[config.mk]
export PLATFORM = sky130hd
export DESIGN_NAME = uart_line_parser
export DESIGN_NICKNAME = d
export VERILOG_FILES = /design/src/rtl/uart_frame_pkg.sv /design/src/rtl/uart_ascii_digit.sv /design/src/rtl/uart_line_parser.sv
export SDC_FILE = /design/constraint.sdc
export NUM_CORES = 1
export LEC_CHECK = 0
export ABC_AREA = 0
export ABC_CLOCK_PERIOD_IN_PS = 6500
export BUFFER_PORTS_ARGS = -buffer_cell sky130_fd_sc_hd__buf_4
export CORE_ASPECT_RATIO = 1.25
export CORE_MARGIN = 2
export CORE_UTILIZATION = 60
export DETAILED_ROUTE_END_ITERATION = 6
export PLACE_DENSITY_LB_ADDON = 0.08
export RECOVER_POWER = 25
export REMOVE_ABC_BUFFERS = 1
export SETUP_SLACK_MARGIN = 0.2
export SLEW_MARGIN = 20
export SYNTH_ARGS = -nofsm -noshare
export SYNTH_HDL_FRONTEND = slang
export SYNTH_SLANG_ARGS = --single-unit
[constraint.sdc]
create_clock -name clk -period 6.5 [get_ports clk]
set_clock_uncertainty 0.1 [all_clocks]
set_input_delay 0.65 -clock clk [delete_from_list [all_inputs] [get_ports clk]]
set_output_delay 0.65 -clock clk [all_outputs]
set_load 0.03 [all_outputs]
[src/rtl/uart_frame_pkg.sv]
// Shared constants, state encoding and expected-byte helpers for the
// voltage telemetry line parser ("Vcc - dddd V" LF CR).
package uart_frame_pkg;

    localparam logic [7:0] ASC_V    = 8'h56;
    localparam logic [7:0] ASC_SP   = 8'h20;
    localparam logic [7:0] ASC_DASH = 8'h2D;
    localparam logic [7:0] ASC_LF   = 8'h0A;
    localparam logic [7:0] ASC_CR   = 8'h0D;
    localparam logic [7:0] ASC_0    = 8'h30;
    localparam logic [7:0] ASC_9    = 8'h39;

    localparam int CHAN_LEN = 2;
    localparam int SEP_LEN  = 3;
    localparam int DATA_LEN = 4;
    localparam int TAIL_LEN = 4;

    typedef enum logic [4:0] {
        ST_HUNT = 5'b00001,
        ST_CHAN = 5'b00010,
        ST_SEP  = 5'b00100,
        ST_DATA = 5'b01000,
        ST_TAIL = 5'b10000
    } parse_state_t;

    // Separator is " - ": only the middle byte differs.
    function automatic logic [7:0] sep_byte(input logic [1:0] idx);
        return (idx == 2'd1) ? ASC_DASH : ASC_SP;
    endfunction

    function automatic logic [7:0] tail_byte(input logic [1:0] idx);
        case (idx)
            2'd0:    return ASC_SP;
            2'd1:    return ASC_V;
            2'd2:    return ASC_LF;
            default: return ASC_CR;
        endcase
    endfunction

endpackage

[src/rtl/uart_ascii_digit.sv]
// Combinational ASCII decimal digit decoder: flags '0'..'9' and yields its value.
module uart_ascii_digit
    import uart_frame_pkg::*;
(
    input  logic [7:0] byte_in,
    output logic       is_digit,
    output logic [3:0] nibble
);

    assign is_digit = (byte_in >= ASC_0) && (byte_in <= ASC_9);
    assign nibble   = byte_in[3:0];

endmodule

[src/rtl/uart_line_parser.sv]
// Receive-side parser for "Vcc - dddd V" LF CR telemetry lines.
// Optional statistics counters enabled by defining UART_PARSER_STATS_EN.
module uart_line_parser
    import uart_frame_pkg::*;
#(
    parameter int NUM_CH         = 13,
    parameter int TIMEOUT_CYCLES = 1_000_000,
    parameter int TO_W           = 20
) (
    input  logic        clk,
    input  logic        rst,
    input  logic [7:0]  rx_data,
    input  logic        rx_tick,
    output logic [3:0]  ch_idx,
    output logic [15:0] ch_value,
    output logic        valid,
    output logic        frame_err
`ifdef UART_PARSER_STATS_EN
    ,
    output logic [15:0] frame_cnt,
    output logic [15:0] err_cnt
`endif
);

    localparam logic [TO_W-1:0] TO_LAST = TO_W'(TIMEOUT_CYCLES - 1);

    parse_state_t    state;
    logic [1:0]      idx;
    logic [3:0]      chan_hi;
    logic [3:0]      chan_lo;
    logic [15:0]     val_sh;
    logic [TO_W-1:0] to_cnt;

    logic       is_digit;
    logic [3:0] nibble;
    logic       byte_ok;
    logic       seg_end;
    logic [6:0] field;
    logic       chan_ok;

    uart_ascii_digit u_digit (
        .byte_in  (rx_data),
        .is_digit (is_digit),
        .nibble   (nibble)
    );

    always_comb begin
        byte_ok = 1'b0;
        seg_end = 1'b0;
        case (state)
            ST_CHAN: begin
                byte_ok = is_digit;
                seg_end = (idx == 2'(CHAN_LEN - 1));
            end
            ST_SEP: begin
                byte_ok = (rx_data == sep_byte(idx));
                seg_end = (idx == 2'(SEP_LEN - 1));
            end
            ST_DATA: begin
                byte_ok = is_digit;
                seg_end = (idx == 2'(DATA_LEN - 1));
            end
            ST_TAIL: begin
                byte_ok = (rx_data == tail_byte(idx));
                seg_end = (idx == 2'(TAIL_LEN - 1));
            end
            default: begin
                byte_ok = 1'b0;
                seg_end = 1'b0;
            end
        endcase
    end

    assign field   = 7'(chan_hi) * 7'd10 + 7'(chan_lo);
    assign chan_ok = (field >= 7'd1) && (field <= 7'(NUM_CH));

    always_ff @(posedge clk) begin
        if (rst) begin
            state     <= ST_HUNT;
            idx       <= 2'd0;
            chan_hi   <= 4'd0;
            chan_lo   <= 4'd0;
            val_sh    <= 16'd0;
            to_cnt    <= '0;
            ch_idx    <= 4'd0;
            ch_value  <= 16'd0;
            valid     <= 1'b0;
            frame_err <= 1'b0;
        end else begin
            valid     <= 1'b0;
            frame_err <= 1'b0;
            if (rx_tick) begin
                // A byte arriving on the expiry cycle still counts as activity.
                to_cnt <= '0;
                if (state != ST_HUNT && !byte_ok) begin
                    frame_err <= 1'b1;
                    idx       <= 2'd0;
                    state     <= (rx_data == ASC_V) ? ST_CHAN : ST_HUNT;
                end else begin
                    idx <= seg_end ? 2'd0 : idx + 2'd1;
                    case (state)
                        ST_HUNT: begin
                            idx <= 2'd0;
                            if (rx_data == ASC_V) state <= ST_CHAN;
                        end
                        ST_CHAN: begin
                            if (idx == 2'd0) chan_hi <= nibble;
                            else             chan_lo <= nibble;
                            if (seg_end) state <= ST_SEP;
                        end
                        ST_SEP: begin
                            if (seg_end) state <= ST_DATA;
                        end
                        ST_DATA: begin
                            // Shifting in MSD first leaves d3 in [15:12] after four digits.
                            val_sh <= {val_sh[11:0], nibble};
                            if (seg_end) state <= ST_TAIL;
                        end
                        ST_TAIL: begin
                            if (seg_end) begin
                                state <= ST_HUNT;
                                if (chan_ok) begin
                                    ch_idx   <= 4'(field - 7'd1);
                                    ch_value <= val_sh;
                                    valid    <= 1'b1;
                                end else begin
                                    frame_err <= 1'b1;
                                end
                            end
                        end
                        default: begin
                            state <= ST_HUNT;
                            idx   <= 2'd0;
                        end
                    endcase
                end
            end else if (state == ST_HUNT) begin
                to_cnt <= '0;
            end else if (to_cnt == TO_LAST) begin
                to_cnt    <= '0;
                frame_err <= 1'b1;
                state     <= ST_HUNT;
                idx       <= 2'd0;
            end else begin
                to_cnt <= to_cnt + 1'b1;
            end
        end
    end

`ifdef UART_PARSER_STATS_EN
    function automatic logic [15:0] sat_inc(input logic [15:0] v);
        return (v == 16'hFFFF) ? v : v + 16'd1;
    endfunction

    always_ff @(posedge clk) begin
        if (rst) begin
            frame_cnt <= 16'd0;
            err_cnt   <= 16'd0;
        end else begin
            if (valid)     frame_cnt <= sat_inc(frame_cnt);
            if (frame_err) err_cnt   <= sat_inc(err_cnt);
        end
    end
`endif

endmodule

==> results of run 1 <==
Yosys cell counts, types with 3 or more instances:
library cell,instances
mux2i_1,48
dfxtp_1,73
o21ai_0,7
or3_1,6
inv_1,10
nand2b_1,3
xor2_1,12
ha_1,15
nand3_1,13
nor4bb_1,3
clkbuf_1,8
nor3_1,8
xnor2_1,10
o31ai_1,3
buf_2,3
nand2_1,24
nor4_1,3
buf_6,4
a21oi_1,11
and3_1,7
and2_1,3
nor2_1,75
per-layer routing:
layer  GRT usage (%)  wire length [µm]
met1            29.2              3380
met2            37.2              3560
met3            4.33               221
met4            8.48                87
met5               0                 0
sequential cells by signal, indices dropped and copies added, names as in the netlist:
register / flops
val_sh: 16
to_cnt: 20
state: 5
chan_hi: 4
ch_value: 16
valid: 1
idx: 2
chan_lo: 4
ch_idx: 4
frame_err: 1
power by group through the flow:
| stage | combinational (mW) | clock, mW | sequential [mW] |
|---|---|---|---|
| final | 0.0662 | 0.424 | 0.456 |
| after CTS | 0.0662 | 0.432 | 0.456 |
| after global routing | 0.0725 | 0.452 | 0.457 |
| after floorplan | 0.0406 | 0 | 0.466 |
| after global placement | 0.0650 | 0 | 0.466 |
| after detailed placement | 0.0654 | 0 | 0.467 |
cell type report:
class	instances	share of cell area [%]
clock buffer	9	3.08
sequential	73	36.4
tap	66	2.06
timing repair buffer	33	4.11
inverter	10	0.934
multi-input combinational	290	50.5
clock inverter	7	2.96
final timing paths:
path,start,end,slack (ns),cells after the start
worst max-delay path,idx[1]$_SDFFE_PP0P_,val_sh[13]$_SDFFE_PP0P_,3.19,10
worst min-delay path,to_cnt[0]$_SDFF_PP0_,to_cnt[0]$_SDFF_PP0_,0.39,1
worst max register to register,idx[1]$_SDFFE_PP0P_,val_sh[13]$_SDFFE_PP0P_,3.19,10
worst min register to register,to_cnt[0]$_SDFF_PP0_,to_cnt[0]$_SDFF_PP0_,0.39,1
through the flow:
step / hold WS [ns] / cells / power (mW) / worst slack (ns) / instance area (µm²)
finish: 0.392 / 488 / 0.947 / 3.19 / 4020
global route: 0.413 / 488 / 0.981 / 2.95 / 4020
CTS: 0.384 / 488 / 0.954 / 3.19 / 4100
detailed placement: 0.357 / 472 / 0.532 / 3.22 / 3860
global placement: 0.344 / 472 / 0.531 / 3.26 / 3860
floorplan: 0.326 / 373 / 0.507 / 3.03 / 3530
kinds of logic after synthesis:
logic type / synth area share [%]
flip-flops: 40.2
XOR/XNOR: 5.30
buffers and inverters: 4.03
AO/OA/AOI/OAI: 9.81
adder cells (fa/ha/maj): 6.26
multiplexers: 13.2
AND/OR/NAND/NOR: 21.2
==> results.json, run 1 <==
{
  "grt_max_degree": 55,
  "antenna_cells": 0,
  "slew_headroom_pct": 35.3,
  "cts_sinks": 73,
  "p_seq_share_pct": 48.2,
  "die_y_um": 91.0,
  "period_minus_slack_ns": 3.31,
  "p_sw_mw": 0.218,
  "synth_cell_types": 54,
  "cts_tree": "done",
  "synth_area_um2": 3640,
  "grt_first_pass_wirelength_um": 12000,
  "irDropWorstVdd_v": 0.000238,
  "post_cts_buffers": 0,
  "ys_top_cells_by_area": "dfxtp_1 40%, mux2i_1 13%, nor2_1 7.7%",
  "timing.critical_path.buf_inv": 2,
  "slew_violations": 0,
  "max_freq_mhz": 302,
  "status": "finished clean",
  "regArea_um2": 1460,
  "initial_core_util_pct": 62.5,
  "drt_first_pass_iters": 4,
  "crit_path_max_fanout": 17,
  "path_common_cell": "inv_1",
  "viasPerCell": 5.64,
  "intPower_mw": 0.728,
  "clockBufferDepth": 2,
  "wirelength_um": 7240,
  "clock_latency_ns": 0.34,
  "async_flop_share_pct": 0,
  "p_comb_share_pct": 7.0,
  "mostFrequentLayoutCells": "75 x nor2_1, 73 x dfxtp_1, 48 x mux2i_1",
  "synth_edf_count": 0,
  "drive_above_1_share_pct": 7.82,
  "critPathLaunchType": "flop",
  "gp_congestion": 0.931,
  "dieArea_um2": 6700,
  "htreeDepth": 3,
  "critical_path.cell_chain": "inv_1 > ha_1 > inv_1 > o221a_1 > a32oi_1 > nor4b_4 > a41oi_4 > and4b_1 > mux2i_1 > nor2_1",
  "cp_slowest_stage_delay_ns": 0.97,
  "ys_warn_count": 0,
  "yosys.area.top_type_share_pct": 40.2,
  "io_buffers": 32,
  "criticalPathCategory": "reg2reg",
  "multi_input_area_um2": 2030,
  "ys_seq_area_share_pct": 40.2,
  "io_pins": 33,
  "syn_area_per_cell_um2": 9.30,
  "num_rows": 31,
  "wire_per_inst_um": 14.8,
  "cp-end-kind": "flop",
  "tns_ns": 0,
  "p_clk_share_pct": 44.8,
  "tightest_slew_ns": 0.969,
  "root_buffer": "clkbuf_8",
  "via_count": 2752,
  "cap_viol_max_count": 0,
  "ys.flop_type": "dfxtp_1",
  "nets": 445,
  "syn_inst": 391,
  "leakage_nw": 1.46,
  "yosysTopAreaCell": "dfxtp_1",
  "final_antenna_net_count": 0,
  "final_common_cell": "nor2_1",
  "synth-seq-cells": 73,
  "gr-total-overflow": 0,
  "required_ns": 6.60,
  "min_path_type": "reg2reg",
  "hpwlAfterDp_um": 4890,
  "drcViolationCount": 0,
  "core_area_um2": 5820,
  "ctsResizeCount": 0,
  "drt-initial-drc-count": 110,
  "hold_buffers": 0,
  "timing.final.crit_share_pct": 50.9,
  "grt_pass1_vias": 2658,
  "n_fill_cell": 482,
  "setup_viol": 0,
  "cellPowerDensity_nw_per_um2": 236,
  "slowest_stage": "and4b_1",
  "arrival_ns": 3.41,
  "fin_util_pct": 69.1,
  "cts_buffers": 9,
  "area_delta_synth_final_pct": 10.5,
  "cp_top_family": "simple AND/OR/NAND/NOR gates",
  "rsz0062_at_grt": "no",
  "swShare_pct": 23.0,
  "antenna_found_initial": 0,
  "path_clk_slew_ns": 0.07,
  "die_w_um": 73.6,
  "grt_util_all_layers_pct": 22.7,
  "hold_violations": 0
}
Note: power is estimated with default switching activity, not from simulation.
==> inputs of run 2 (changes only) <==
--- a/config.mk
+++ b/config.mk
@@ -5,12 +5,12 @@
 export SDC_FILE = /design/constraint.sdc
 export NUM_CORES = 1
 export LEC_CHECK = 0
-export ABC_AREA = 0
-export ABC_CLOCK_PERIOD_IN_PS = 6500
+export ABC_AREA = 1
+export ABC_CLOCK_PERIOD_IN_PS = 3250
 export BUFFER_PORTS_ARGS = -buffer_cell sky130_fd_sc_hd__buf_4
 export CORE_ASPECT_RATIO = 1.25
 export CORE_MARGIN = 2
-export CORE_UTILIZATION = 60
+export CORE_UTILIZATION = 59
 export DETAILED_ROUTE_END_ITERATION = 6
 export PLACE_DENSITY_LB_ADDON = 0.08
 export RECOVER_POWER = 25
==> constraint.sdc (replaced) <==
create_clock -name clk -period 3.25 [get_ports clk]
set_clock_uncertainty 0.1 [all_clocks]
set_input_delay 0.325 -clock clk [delete_from_list [all_inputs] [get_ports clk]]
set_output_delay 0.325 -clock clk [all_outputs]
set_load 0.03 [all_outputs]
==> run 2 against run 1 <==
  * Via count up 25%
  * Combinational power rose to 9.9 times the previous value
  * Maximum frequency up 22%
  * Synthesized cell count up 39%
  * Sequential share of layout area down 1.5 points
  * Clock-buffer cell count up 1
  * Routed wire length up 8.0%
  * Core utilization down 0.95 points
  * Largest power group unchanged
==> results.json, run 2 <==
{
  "status": "finished clean",
  "async_flop_share_pct": 0,
  "via_count": 3431,
  "ys_top_cells_by_area": "dfxtp_1 39%, nor2_1 11%, nand2_1 11%",
  "synth_cell_types": 33,
  "die_w_um": 75.4,
  "syn_area_per_cell_um2": 6.90,
  "wirelength_um": 7830,
  "ys_warn_count": 0,
  "cts_sinks": 73,
  "ys.flop_type": "dfxtp_1",
  "synth_common_cells": "111 x nor2_1, 108 x nand2_1, 73 x dfxtp_1",
  "multi_input_area_um2": 1940,
  "io_pins": 33,
  "period_minus_slack_ns": 2.71,
  "hold_buffers": 0,
  "antenna_cells": 0,
  "path_common_cell": "nor2_1",
  "num_rows": 32,
  "irDropWorstVdd_v": 0.000631,
  "yosys.area.top_type_share_pct": 38.9,
  "slowest_stage": "nand2_1",
  "cts_buffers": 9,
  "hold_violations": 0,
  "antenna_found_initial": 0,
  "min_path_type": "in2reg",
  "clockBufferDepth": 2,
  "io_buffers": 32,
  "leakage_nw": 1.97,
  "drt_first_pass_iters": 4,
  "final_common_cell": "nor2_1",
  "ys_seq_area_share_pct": 38.9,
  "gp_congestion": 0.937,
  "viasPerCell": 5.14,
  "syn_inst": 544,
  "tns_ns": 0,
  "post-synth-top-count-cell": "nor2_1",
  "grt_util_all_layers_pct": 24.2,
  "dieArea_um2": 7020,
  "wire_per_inst_um": 11.7,
  "synth-seq-cells": 73,
  "slew_headroom_pct": 65.0,
  "timing.final.crit_share_pct": 83.4,
  "initial_core_util_pct": 60.9,
  "arrival_ns": 2.85,
  "area_delta_synth_final_pct": 11.8,
  "clock_latency_ns": 0.35,
  "slew_violations": 0,
  "required_ns": 3.38,
  "die_y_um": 93.2,
  "yosysTopAreaCell": "dfxtp_1",
  "final_antenna_net_count": 0,
  "hpwlAfterDp_um": 5550,
  "htreeDepth": 3,
  "cp-end-kind": "flop",
  "drt-initial-drc-count": 132,
  "crit_path_max_fanout": 16,
  "grt_max_degree": 44,
  "place_area_um2": 4050,
  "cts_tree": "done",
  "critPathLaunchType": "flop",
  "tightest_slew_ns": 0.520,
  "drive_above_1_share_pct": 8.59,
  "largestRegisters": "to_cnt (20), ch_value (16), val_sh (16)",
  "largest-register": "to_cnt",
  "largest_reg_flops": 20,
  "regArea_um2": 1460,
  "max_freq_mhz": 369,
  "cellPowerDensity_nw_per_um2": 582,
  "critical_path.cell_chain": "nor2_4 > nand4_2 > nand3_1 > nand2_1 > nor2_1 > nand3_1 > nand2_1 > nand2_2 > inv_4 > nand2_2 > nor2_1 > nor2_1",
  "synth_edf_count": 0,
  "cap_viol_max_count": 0,
  "synth_area_um2": 3760,
  "drcViolationCount": 0,
  "nets": 605,
  "path_clk_slew_ns": 0.08,
  "n_fill_cell": 603,
  "timing.critical_path.buf_inv": 1,
  "rsz0062_at_grt": "no",
  "gr-total-overflow": 0,
  "mostFrequentLayoutCells": "111 x nor2_1, 108 x nand2_1, 72 x dfxtp_1",
  "stdcell_area_um2": 4200,
  "cp_slowest_stage_delay_ns": 0.36,
  "criticalPathCategory": "reg2reg",
  "cp_top_family": "simple AND/OR/NAND/NOR gates",
  "core_area_um2": 6170,
  "root_buffer": "clkbuf_8",
  "grt_pass1_vias": 3174,
  "setup_viol": 0,
  "grt_first_pass_wirelength_um": 13400
}
-- run 2: cell types whose count changed in the layout (fill, tap and decap cells not counted), sizes merged, moves of 7 or more --
cell,previous run,this run
nand2,24,112
inv,10,72
mux2i,48,0
nor2,75,116
o21ai,7,29
nand3,13,31
a21oi,11,27
nand4,2,17
and3,7,0
-- run 2: kinds of logic (layout without fill, tap and decap cells) --
group | after synthesis | in the layout | share of synthesized area (%)
flip-flops | 73 | 73 | 38.9
buffers and inverters | 86 | 124 | 9.56
adder cells (fa/ha/maj) | 17 | 17 | 6.06
AND/OR/NAND/NOR | 295 | 295 | 34.1
XOR/XNOR | 11 | 11 | 2.56
AO/OA/AOI/OAI | 62 | 62 | 8.76
-- run 2: path summary, 6_finish.rpt --
path | from | end | slack, ns | cells after the start
setup / recovery | state[0]$_SDFFE_PP1P_ | val_sh[0]$_SDFFE_PP0P_ | 0.54 | 12
hold / removal | rst | chan_hi[2]$_SDFFE_PP0P_ | 0.14 | 2
setup reg to reg | state[0]$_SDFFE_PP1P_ | val_sh[0]$_SDFFE_PP0P_ | 0.54 | 12
hold reg to reg | to_cnt[0]$_SDFF_PP0_ | to_cnt[0]$_SDFF_PP0_ | 0.35 | 1
-- run 2: power by group --
group	total [mW]	switching (mW)	internal, mW
clock	0.781	0.344	0.437
combinational	0.655	0.451	0.203
sequential	1.01	0.0661	0.943
-- run 2: worst register-to-register path: stages (launching register included) --
cell,delay [ns]
dfxtp_1,0.35
nor2_4,0.26
nand4_2,0.27
nand3_1,0.16
nand2_1,0.05
nor2_1,0.11
nand3_1,0.12
nand2_1,0.36
nand2_2,0.22
inv_4,0.14
nand2_2,0.20
nor2_1,0.19
nor2_1,0.07
-- run 2: layout make-up --
class                      instances  share of cell area [%]
multi-input combinational        385                    46.3
sequential                        73                    34.8
inverter                          72                    6.50
timing repair buffer              36                    4.65
clock buffer                      10                    3.04
tap                               85                    2.53
clock inverter                     6                    2.18
-- run 2: timing repair --
action / CTS / global route
setup endpoints to repair: 0 / 17
buffers inserted: 0 / 0
resized for setup: 0 / 5
-- run 2: stage by stage --
step	util, %	setup slack, ns	hold slack [ns]	total power, mW	instances
finish	68.1	0.538	0.136	2.44	667
global route	68.1	0.228	0.131	2.59	667
CTS	69.2	0.366	0.116	2.44	667
detailed placement	65.6	0.374	0.335	1.66	651
global placement	65.6	0.506	0.329	1.65	651
floorplan	-	0.400	0.294	1.49	530
-- run 2: metal layers --
layer  global-route usage, %  part of all wire (%)  vias to the layer above
met5                       0                     0                        -
met4                    10.4                   1.8                        0
met3                    5.39                   4.7                       14
met2                    40.5                    49                       78
met1                    29.2                    44                     1543
li1                        -                     -                     1796
==> inputs of run 3 (changes only) <==
--- a/config.mk
+++ b/config.mk
@@ -6,7 +6,7 @@
 export NUM_CORES = 1
 export LEC_CHECK = 0
 export ABC_AREA = 1
-export ABC_CLOCK_PERIOD_IN_PS = 3250
+export ABC_CLOCK_PERIOD_IN_PS = 2700
 export BUFFER_PORTS_ARGS = -buffer_cell sky130_fd_sc_hd__buf_4
 export CORE_ASPECT_RATIO = 1.25
 export CORE_MARGIN = 2
==> constraint.sdc (replaced) <==
create_clock -name clk -period 2.7 [get_ports clk]
set_clock_uncertainty 0.1 [all_clocks]
set_input_delay 0.27 -clock clk [delete_from_list [all_inputs] [get_ports clk]]
set_output_delay 0.27 -clock clk [all_outputs]
set_load 0.03 [all_outputs]
==> run 3 against run 2 <==
  * Critical path depth increased by 1
  * Clock-buffer cell count unchanged
  * Clock power increased by 36%
  * Cell count increased by 3.1%
  * Total power increased by 28%
  * Largest cell class unchanged
  * Worst setup slack got worse by 0.49 ns
  * Routed wire length increased by 34%
  * Critical endpoint is now ch_value[8]$_SDFFE_PP0P_
==> results.json, run 3 (synthesis results as in run 2) <==
{
  "dieArea_um2": 7020,
  "path_common_cell": "nor2_1",
  "hold_buffers": 0,
  "rsz0062_at_grt": "yes",
  "hpwlAfterDp_um": 5780,
  "htreeDepth": 3,
  "max_freq_mhz": 377,
  "leakage_nw": 2.14,
  "power_mw": 3.13,
  "area_delta_synth_final_pct": 26.8,
  "largestRegisters": "to_cnt (20), ch_value (16), val_sh (16)",
  "io_buffers": 32,
  "root_buffer": "clkbuf_8",
  "viasPerCell": 5.53,
  "cp_slowest_stage_delay_ns": 0.58,
  "top_layer": "met4",
  "nets": 626,
  "final_antenna_net_count": 0,
  "cap_viol_max_count": 0,
  "required_ns": 2.87,
  "cp_top_family": "simple AND/OR/NAND/NOR gates",
  "grt_pass1_vias": 3462,
  "antenna_cells": 0,
  "grt_max_degree": 44,
  "antenna_found_initial": 0,
  "core_area_um2": 6170,
  "grt_first_pass_wirelength_um": 15000,
  "arrival_ns": 2.82,
  "slowest_stage": "fa_2",
  "cts_buffers": 9,
  "setup_viol": 0,
  "tightest_slew_ns": 0.546,
  "placedCellCount": 654,
  "period_minus_slack_ns": 2.65,
  "slew_violations": 0,
  "largest_reg_flops": 20,
  "grt_util_all_layers_pct": 27.9,
  "drt_first_pass_iters": 5,
  "clock_latency_ns": 0.36,
  "irDropWorstVdd_v": 0.000722,
  "fin_util_pct": 77.3,
  "cts_sinks": 73,
  "path_clk_slew_ns": 0.09,
  "timing.critical_path.buf_inv": 2,
  "gr-total-overflow": 0,
  "gp_congestion": 0.865,
  "die_w_um": 75.4,
  "wl_met1_um": 4240,
  "fin_cells": 688,
  "wl_met3_um": 518,
  "slew_headroom_pct": 63.3,
  "drt-initial-drc-count": 254,
  "cts_tree": "done",
  "criticalPathCategory": "reg2reg",
  "drive_above_1_share_pct": 19.2,
  "hold_violations": 0,
  "die_y_um": 93.2,
  "via_count": 3802,
  "drcViolationCount": 0,
  "io_pins": 33,
  "cellPowerDensity_nw_per_um2": 657,
  "num_rows": 32,
  "place_area_um2": 4080,
  "timing.hold.ws_ns": 0.0576,
  "critPathLaunchType": "flop",
  "final_common_cell": "nor2_1",
  "cp-end-kind": "flop",
  "status": "finished clean",
  "wirelength_um": 10500,
  "clockBufferDepth": 2,
  "mostFrequentLayoutCells": "99 x nor2_1, 97 x nand2_1, 68 x dfxtp_1",
  "wire_per_inst_um": 15.3,
  "timing.final.crit_share_pct": 98.2,
  "wl_met2_um": 5340,
  "initial_core_util_pct": 60.9,
  "stdcell_area_um2": 4760,
  "critical_path.cell_chain": "ha_2 > fa_2 > nor3_4 > nand2_1 > a21oi_2 > nor2_1 > nand3_2 > nor2_4 > nand3_4 > buf_6 > buf_16 > nor2_1 > nor2_1",
  "min_path_type": "in2reg",
  "largest-register": "to_cnt",
  "crit_path_max_fanout": 5
}
run 3: cell count changes in the layout (fill, tap and decap cells not counted), moves of 5 or more:
| cell | delta |
|---|---|
| nor2_1 | -12 |
| nand2_1 | -11 |
| buf_4 | +10 |
| nor2_4 | +7 |
| ha_1 | -6 |
| nand2_2 | +6 |
| nand2_4 | +5 |
| nor2_2 | +5 |
run 3: path summary, 6_finish.rpt:
kind / from / to / slack [ns] / depth (start not counted)
min reg2reg: to_cnt[0]$_SDFF_PP0_ / to_cnt[0]$_SDFF_PP0_ / 0.35 / 1
min: rst / chan_hi[3]$_SDFFE_PP0P_ / 0.06 / 2
max: chan_hi[0]$_SDFFE_PP0P_ / ch_value[8]$_SDFFE_PP0P_ / 0.05 / 13
max reg2reg: chan_hi[0]$_SDFFE_PP0P_ / ch_value[8]$_SDFFE_PP0P_ / 0.05 / 13
run 3: per-layer routing:
| layer | vias to the layer above | track usage, % |
|---|---|---|
| met3 | 49 | 5.93 |
| met4 | 0 | 14.6 |
| met5 | - | 0 |
| met2 | 134 | 47.3 |
| li1 | 1844 | - |
| met1 | 1775 | 31.9 |
run 3: report_power, final:
group	internal (mW)	leakage [nW]	switching (mW)
clock network	0.617	0.113	0.445
registers	1.14	0.592	0.0838
logic	0.290	1.43	0.560
total	2.04	2.14	1.09
run 3: layout make-up:
type,instances,area [µm²]
Multi-Input combinational cell,385,2170
Sequential cell,73,1470
Fill cell,471,1400
Timing Repair Buffer,57,497
Inverter,72,285
Clock buffer,10,128
Clock inverter,6,114
Tap cell,85,106
run 3: worst reg2reg max path, stage by stage (launching register included):
cell and delay (ns):
dfxtp_2 0.36, ha_2 0.22, fa_2 0.58, nor3_4 0.06, nand2_1 0.11, a21oi_2 0.07, nor2_1 0.16, nand3_2 0.12
nor2_4 0.12, nand3_4 0.17, buf_6 0.20, buf_16 0.14, nor2_1 0.11, nor2_1 0.07
run 3: what timing repair did:
action / 4_1_cts / 5_1_grt
setup endpoints to repair: 20 / 41
cloned: 3 / 3
buffers inserted: 8 / 4
pin swaps: 2 / 8
gates resized for setup: 21 / 54
run 3: per-stage QoR:
| step | setup WS [ns] | TNS, ns |
|---|---|---|
| floorplan | -0.150 | -1.31 |
| global placement | 0.127 | 0 |
| detailed placement | 0.0462 | 0 |
| CTS | 0.190 | 0 |
| global route | -0.0201 | -0.0484 |
| finish | 0.0479 | 0 |
